--- src/rtl/acq_engine.sv ---
// acq_engine: trigger-armed capture of synchronised probe samples
// into the sample RAM write port, granted by the task dispatcher.
module acq_engine #(
  parameter int DATA_W     = 8,
  parameter int DEPTH_LOG2 = 9,
  parameter int DIV_W      = 16
) (
  input  logic                  clk,
  input  logic                  rst,
  input  logic                  grant_acq,
  output logic                  done_acq,
  input  logic [DATA_W-1:0]     probe,
  input  logic [DATA_W-1:0]     trig_mask,
  input  logic [DATA_W-1:0]     trig_value,
  input  logic [DIV_W-1:0]      div,
  output logic                  wr_en,
  output logic [DEPTH_LOG2-1:0] wr_addr,
  output logic [DATA_W-1:0]     wr_data,
  output logic                  triggered
);

  typedef enum logic [2:0] {
    S_IDLE,
    S_ARM,
    S_CAPTURE,
    S_DONE,
    S_WAIT_REL
  } state_t;

  localparam logic [DEPTH_LOG2-1:0] ADDR_ONE = DEPTH_LOG2'(1);
  localparam logic [DIV_W-1:0]      CNT_ONE  = DIV_W'(1);

  state_t                  state_q, state_d;
  logic [DATA_W-1:0]       probe_s1_q, probe_s2_q;
  logic [DIV_W-1:0]        cnt_q, cnt_d;
  logic [DIV_W-1:0]        div_l_q, div_l_d;
  logic [DEPTH_LOG2-1:0]   idx_q, idx_d;
  logic                    wr_en_q, wr_en_d;
  logic [DEPTH_LOG2-1:0]   wr_addr_q, wr_addr_d;
  logic [DATA_W-1:0]       wr_data_q, wr_data_d;
  logic                    trig_q, trig_d;
  logic                    done_q, done_d;

  logic tick;
  logic hit;
  logic last;

  assign tick = (cnt_q == div_l_q);
  assign hit  = ((probe_s2_q ^ trig_value) & trig_mask) == '0;
  assign last = (idx_q == '1);

  // Two-flop synchroniser for the asynchronous probe inputs
  always_ff @(posedge clk) begin
    if (rst) begin
      probe_s1_q <= '0;
      probe_s2_q <= '0;
    end else begin
      probe_s1_q <= probe;
      probe_s2_q <= probe_s1_q;
    end
  end

  // Next-state, divider, sample index and registered write port
  always_comb begin
    state_d   = state_q;
    cnt_d     = '0;
    div_l_d   = div_l_q;
    idx_d     = idx_q;
    wr_en_d   = 1'b0;
    wr_addr_d = wr_addr_q;
    wr_data_d = wr_data_q;
    trig_d    = trig_q;
    done_d    = 1'b0;
    unique case (state_q)
      S_IDLE: begin
        if (grant_acq) begin
          state_d = S_ARM;
          div_l_d = div;
          trig_d  = 1'b0;
          idx_d   = '0;
        end
      end
      S_ARM: begin
        if (!grant_acq) begin
          state_d = S_IDLE;
        end else if (tick) begin
          if (hit) begin
            wr_en_d   = 1'b1;
            wr_addr_d = '0;
            wr_data_d = probe_s2_q;
            trig_d    = 1'b1;
            idx_d     = ADDR_ONE;
            state_d   = S_CAPTURE;
          end
        end else begin
          cnt_d = cnt_q + CNT_ONE;
        end
      end
      S_CAPTURE: begin
        if (!grant_acq) begin
          state_d = S_IDLE;
        end else if (tick) begin
          wr_en_d   = 1'b1;
          wr_addr_d = idx_q;
          wr_data_d = probe_s2_q;
          idx_d     = idx_q + ADDR_ONE;
          if (last) begin
            state_d = S_DONE;
          end
        end else begin
          cnt_d = cnt_q + CNT_ONE;
        end
      end
      S_DONE: begin
        // done is registered so it lands one cycle after the last wr_en
        done_d  = 1'b1;
        state_d = S_WAIT_REL;
      end
      S_WAIT_REL: begin
        if (!grant_acq) begin
          state_d = S_IDLE;
        end
      end
      default: begin
        state_d = S_IDLE;
      end
    endcase
  end

  // State and output registers
  always_ff @(posedge clk) begin
    if (rst) begin
      state_q   <= S_IDLE;
      cnt_q     <= '0;
      div_l_q   <= '0;
      idx_q     <= '0;
      wr_en_q   <= 1'b0;
      wr_addr_q <= '0;
      wr_data_q <= '0;
      trig_q    <= 1'b0;
      done_q    <= 1'b0;
    end else begin
      state_q   <= state_d;
      cnt_q     <= cnt_d;
      div_l_q   <= div_l_d;
      idx_q     <= idx_d;
      wr_en_q   <= wr_en_d;
      wr_addr_q <= wr_addr_d;
      wr_data_q <= wr_data_d;
      trig_q    <= trig_d;
      done_q    <= done_d;
    end
  end

  assign wr_en     = wr_en_q;
  assign wr_addr   = wr_addr_q;
  assign wr_data   = wr_data_q;
  assign triggered = trig_q;
  assign done_acq  = done_q;

endmodule

--- config.mk ---
export PLATFORM = sky130hd
export DESIGN_NAME = acq_engine
export DESIGN_NICKNAME = d
export VERILOG_FILES = /design/src/rtl/acq_engine.sv
export SDC_FILE = /design/constraint.sdc
export NUM_CORES = 1
export LEC_CHECK = 0
export ABC_AREA = 1
export BUFFER_PORTS_ARGS = -buffer_cell sky130_fd_sc_hd__buf_2
export CAP_MARGIN = 0
export CORE_ASPECT_RATIO = 0.75
export CORE_MARGIN = 8
export CORE_UTILIZATION = 54
export CTS_BUF_LIST = sky130_fd_sc_hd__clkbuf_8 sky130_fd_sc_hd__clkbuf_16
export DETAILED_ROUTE_END_ITERATION = 10
export PLACE_DENSITY = 0.8
export RECOVER_POWER = 25
export SLEW_MARGIN = 10
export SYNTH_ARGS = -nofsm -noshare
export SYNTH_HDL_FRONTEND = slang
export SYNTH_SLANG_ARGS = --single-unit
export TNS_END_PERCENT = 1
--- constraint.sdc ---
create_clock -name clk -period 2.23 [get_ports clk]
set_input_delay 0.3345 -clock clk [delete_from_list [all_inputs] [get_ports clk]]
set_output_delay 0.3345 -clock clk [all_outputs]
set_load 0.05 [all_outputs]
==> results.yml, run 1 <==
power_and_ir_drop:
  vdd_drop_max_mv: 0.467
  p_leak_nw: 2.04
  p_total_mw: 4.27
  p_per_area_nw_per_um2: 973
timing:
  tns_ps: 0
  worst_pin_slew_ps: 1130
  slew_viol_final: 0
  finalCriticalPeriod_ps: 1960
  fin_worst_skew_ps: 7.53
  rsz0062_at_grt: "no"
  layout_setup_ws_ps: 274
  slew_headroom: 0.244
  setup_viol: 0
  final.period_utilization: 0.877
  finalHoldViolCount: 0
  fmax_ghz: 0.511
outcome:
  outcome: "finished, final reports clean"
clock_network:
  cts_tree: "done"
  insertion_delay_ps: 360
  cts-root-buf: "clkbuf_8"
  ctsResizeCount: 0
  cts.sinks: 80
  numCtsBuffers: 9
  htree_levels: 3
  cts_hold_buffers: 0
  cts_buffer_depth: 2
  clkTransAtPathRegs_ps: 90
  post-cts-setup-buffers: 0
routing:
  drtPass1Iterations: 4
  wl_um: 8630
  remaining_drc_errors: 0
  drt-initial-drc-count: 153
  ant_nets: 0
  wire_per_inst_um: 11.8
  dr_total_vias: 3529
  vias_per_cell: 4.84
grt:
  grt_pass1_vias: 3379
  grt_max_degree: 39
  grt_util_all_layers: 0.182
  grt_pass1_wl_um: 14800
  gr-total-overflow: 0
  antenna_found_initial: 0
die:
  die-area_um2: 10100
  initial_core_util: 0.560
  core-area_um2: 6830
  rows: 26
  die_y_um: 88.9
  die_x_um: 113
  pin_count: 63
logic_synthesis:
  synthArstFlopShare: 0
  synth.area.top_cells: "dfxtp_1 (42%), nand2_1 (13%), nor2_1 (10%)"
  syn_area_um2: 3830
  post-synth-top-count-cell: "nand2_1"
  synth_nets: 623
  synthCells: 577
  synth_common_cells: "nand2_1 (137), nor2_1 (107), inv_1 (83), dfxtp_1 (80), a21oi_1 (30)"
  synth_top_area_share: 0.419
  synth.avg_cell_area_um2: 6.63
  ys_ff_latch: 80
  synth_top_cell_by_area: "dfxtp_1"
  ys_seq_area_frac: 0.419
  synth.distinct_cells: 30
  synth_edf_count: 0
  synth_flop_cell: "dfxtp_1"
  yosysWarnings: 0
min_path:
  worst_hold_path_type: "in -> reg"
worst_setup_path:
  path_max_fanout: 6
  max_stage_delay_ps: 420
  cp.required_ps: 2460
  crit_slowest_cell: "dfxtp_1"
  crit_buf_inv: 1
  cp_top_family: "simple AND/OR/NAND/NOR gates"
  cp.arrival_ps: 2180
  path_class: "reg -> reg"
  crit_chain: "ha_1 > nand2_1 > nor2_2 > inv_2 > nor3_4 > nand3_1 > nor2_1 > nand2_1 > nor3_1 > nor3_1"
  critPathCaptureType: "flop"
  worstSetupStartpointType: "flop"
layout:
  syn_to_final_growth_pct: 14.7
  antenna_cells: 0
  drive_gt1_frac: 0.157
  fin_nets: 686
  final_area_um2: 4390
placed_design:
  place_congestion: 0.902
  port_buffers: 62
  placed_area_um2: 4200
  dp_hpwl_um: 6440
  dp_slack_ps: 286
job:
  maxCapViolations: 0
## flip-flops by register name (all words and copies together) (netlist names)
name and count:
idx_q 9, wr_addr 9, probe_s1_q 8, state_q 3
wr_data 8, done_acq 1, div_l_q 16, triggered 1
probe_s2_q 8, wr_en 1, cnt_q 16
## placed cells by master (no fill, tap or decap), types with 6 or more instances in the layout
master,count
dfxtp_1,80
a21oi_1,30
buf_2,54
nand4_1,6
nor3_1,10
o21ai_0,25
nand2_1,137
o21ai_1,14
nand3_1,18
nor3b_1,6
nor2_1,107
inv_2,13
clkbuf_1,9
clkbuf_8,9
inv_1,83
## routing by layer
metal	wire [um]	GRT usage
met5	0	0
met4	113	0.0651
met3	431	0.0553
met2	4020	0.310
met1	4060	0.215
## power by group
group	total, mW	switching, mW	internal, mW	leakage (nW)
Clock	1.09	0.563	0.526	0.100
Combinational	1.41	0.946	0.468	1.29
Sequential	1.77	0.145	1.62	0.653
## area by class of cell
class	instances	area (um^2)
clock buffer	9	124
clock inverter	7	77.6
fill	671	2440
inverter	97	369
multi-input combinational	384	1770
sequential	80	1600
tap	84	105
timing repair buffer	68	342
## logic make-up (layout without fill, tap and decap cells)
group / after synthesis / after routing / share of synthesized area
compound gates: 76 / 76 / 0.103
xor+xnor: 8 / 8 / 0.0183
fa+ha+maj: 3 / 3 / 0.00981
buf+inv: 113 / 181 / 0.118
flops: 80 / 80 / 0.419
simple gates: 297 / 297 / 0.332
## worst reg2reg max path, stage by stage, from the launching register on
cell	delay, ps
dfxtp_1	420
ha_1	200
nand2_1	80
nor2_2	130
inv_2	70
nor3_4	190
nand3_1	150
nor2_1	190
nand2_1	120
nor3_1	200
nor3_1	80
## worst paths after layout
path,from,to,slack [ps],cells past startpoint
setup / recovery,cnt_q[0],cnt_q[14],270,10
hold / removal,probe[0],probe_s1_q[0],170,3
setup reg to reg,cnt_q[0],cnt_q[14],270,10
hold reg to reg,probe_s1_q[1],probe_s2_q[1],410,2
## through the flow
step | utilization | hold slack [ps] | instances
2_1_floorplan | - | 388 | 577
3_3_place_gp | 0.615 | 389 | 713
3_5_place_dp | 0.615 | 395 | 713
4_1_cts | 0.645 | 158 | 729
5_1_grt | 0.643 | 157 | 729
6_report | 0.643 | 169 | 729
(Power assumes the default switching activity.)
==> inputs of run 2 (changes only) <==
- ABC_CLOCK_PERIOD_IN_PS: default -> 2450
- SETUP_SLACK_MARGIN: default -> 0.15
- clock period: 2.23 -> 2.45 ns (I/O delays scaled with it)
==> run 2 against run 1 <==
Against the previous run: register-to-register slack better by 280 ps; cell area is 0.57% lower; via count is 0.65% lower; sequential share of layout area is 0.21 points higher; cell count stayed put; sequential power is 9% lower; worst hold slack better by 40 ps; wire length is 3.9% lower; count of clock-buffer cells in the layout stayed put; first-iteration DRC count is 19% lower; critical path depth stayed put; non-clock buffer count stayed put; critical endpoint unchanged; highest routed layer unchanged.
==> results.yml, run 2 (synthesis results as in run 1) <==
layout:
  n_fill_cell: 626
  fin_nets: 686
  stdcell_count: 729
  final_core_util: 0.639
  syn_to_final_growth_pct: 14.1
  layout_commonest_cell: "nand2_1"
  antenna_cells: 0
  drive_gt1_frac: 0.157
  reg.largest.list: "cnt_q x16, div_l_q x16"
  layout_common_cells: "nand2_1 (137), nor2_1 (107), inv_1 (83)"
clock_network:
  cts-root-buf: "clkbuf_8"
  cts_hold_buffers: 0
  post-cts-setup-buffers: 0
  cts_buffer_depth: 2
  htree_levels: 3
  numCtsBuffers: 9
  ctsResizeCount: 0
  clkTransAtPathRegs_ps: 80
  cts_tree: "done"
  cts.sinks: 80
  insertion_delay_ps: 360
routing:
  dr_total_vias: 3506
  vias_per_cell: 4.81
  drt-initial-drc-count: 124
  wl_um: 8290
  remaining_drc_errors: 0
  ant_nets: 0
  wire_per_inst_um: 11.4
  drtPass1Iterations: 5
worst_setup_path:
  cp.required_ps: 2670
  path_max_fanout: 5
  cp.arrival_ps: 2110
  worstSetupStartpointType: "flop"
  path_class: "reg -> reg"
  critPathCaptureType: "flop"
power_and_ir_drop:
  internal_power_mw: 2.28
  combinationalPowerShare: 0.336
  vdd_drop_max_mv: 0.353
  p_per_area_nw_per_um2: 860
  sw_frac_of_total: 0.393
  p_seq_frac: 0.429
  switchingPower_mw: 1.48
  p_leak_nw: 2.03
  p_clk_frac: 0.235
die:
  initial_core_util: 0.560
  die_y_um: 88.9
  rows: 26
  die_x_um: 113
  pin_count: 63
  core-area_um2: 6830
  die-area_um2: 10100
placed_design:
  place_inst: 713
  dp_hpwl_um: 6180
  port_buffers: 62
  place_congestion: 0.864
grt:
  grt_pass1_wl_um: 14400
  antenna_found_initial: 0
  grt_util_all_layers: 0.175
  gr-total-overflow: 0
  grt_max_degree: 39
  grt_pass1_vias: 3341
timing:
  slew_headroom: 0.264
  worst_pin_slew_ps: 1100
  slew_viol_final: 0
  final.period_utilization: 0.773
  fmax_ghz: 0.528
  fin_worst_skew_ps: 9.14
  setup_viol: 0
  finalCriticalPeriod_ps: 1890
  tns_ps: 0
  finalHoldViolCount: 0
  rsz0062_at_grt: "no"
outcome:
  outcome: "finished, final reports clean"
job:
  maxCapViolations: 0
min_path:
  worst_hold_path_type: "in -> reg"
-- run 2: path summary, 6_finish.rpt --
check,cells after the start,slack (ps),from,to
setup reg to reg,10,560,cnt_q[1],cnt_q[14]
hold reg to reg,2,400,probe_s1_q[2],probe_s2_q[2]
hold / removal,3,210,probe[7],probe_s1_q[7]
setup / recovery,10,560,cnt_q[1],cnt_q[14]
-- run 2: metal layers --
| layer | vias up | GRT usage | wire (um) |
|---|---|---|---|
| met5 | - | 0 | 0 |
| met1 | 1523 | 0.209 | 4040 |
| met2 | 73 | 0.297 | 3720 |
| li1 | 1900 | - | - |
| met4 | 0 | 0.0422 | 76 |
| met3 | 10 | 0.0621 | 460 |
-- run 2: stage by stage --
stage | worst slack (ps) | power [mW] | instance area [um^2] | hold WS (ps)
after floorplan | 846 | 2.63 | 3830 | 388
after global placement | 629 | 2.87 | 4200 | 390
after detailed placement | 603 | 2.90 | 4200 | 393
after CTS | 577 | 3.79 | 4380 | 191
after global routing | 284 | 4.06 | 4370 | 187
final | 555 | 3.76 | 4370 | 209
-- run 2: layout make-up --
class	instances	area, um^2	share of cell area
clock buffers	9	124	0.0284
clock inverters	7	52.6	0.0120
inverters	97	369	0.0846
multi-input cells	384	1770	0.406
flip-flops and latches	80	1600	0.367
well taps	84	105	0.0241
repair buffers	68	342	0.0782
-- run 2: critical path, cell delays in order, from the launching register on --
cell	delay (ps)
dfxtp_1	420
ha_1	200
nand2_1	80
nor2_2	120
inv_2	60
nor3_4	180
nand3_1	140
nor2_1	190
nand2_1	120
nor3_1	160
nor3_1	80
-- run 2: power by group through the flow --
stage / sequential [mW] / clock (mW) / combinational [mW]
after floorplan: 1.66 / 0 / 0.973
after global placement: 1.63 / 0 / 1.24
after detailed placement: 1.64 / 0 / 1.26
after CTS: 1.61 / 0.910 / 1.27
after global routing: 1.64 / 0.962 / 1.47
final: 1.61 / 0.884 / 1.26
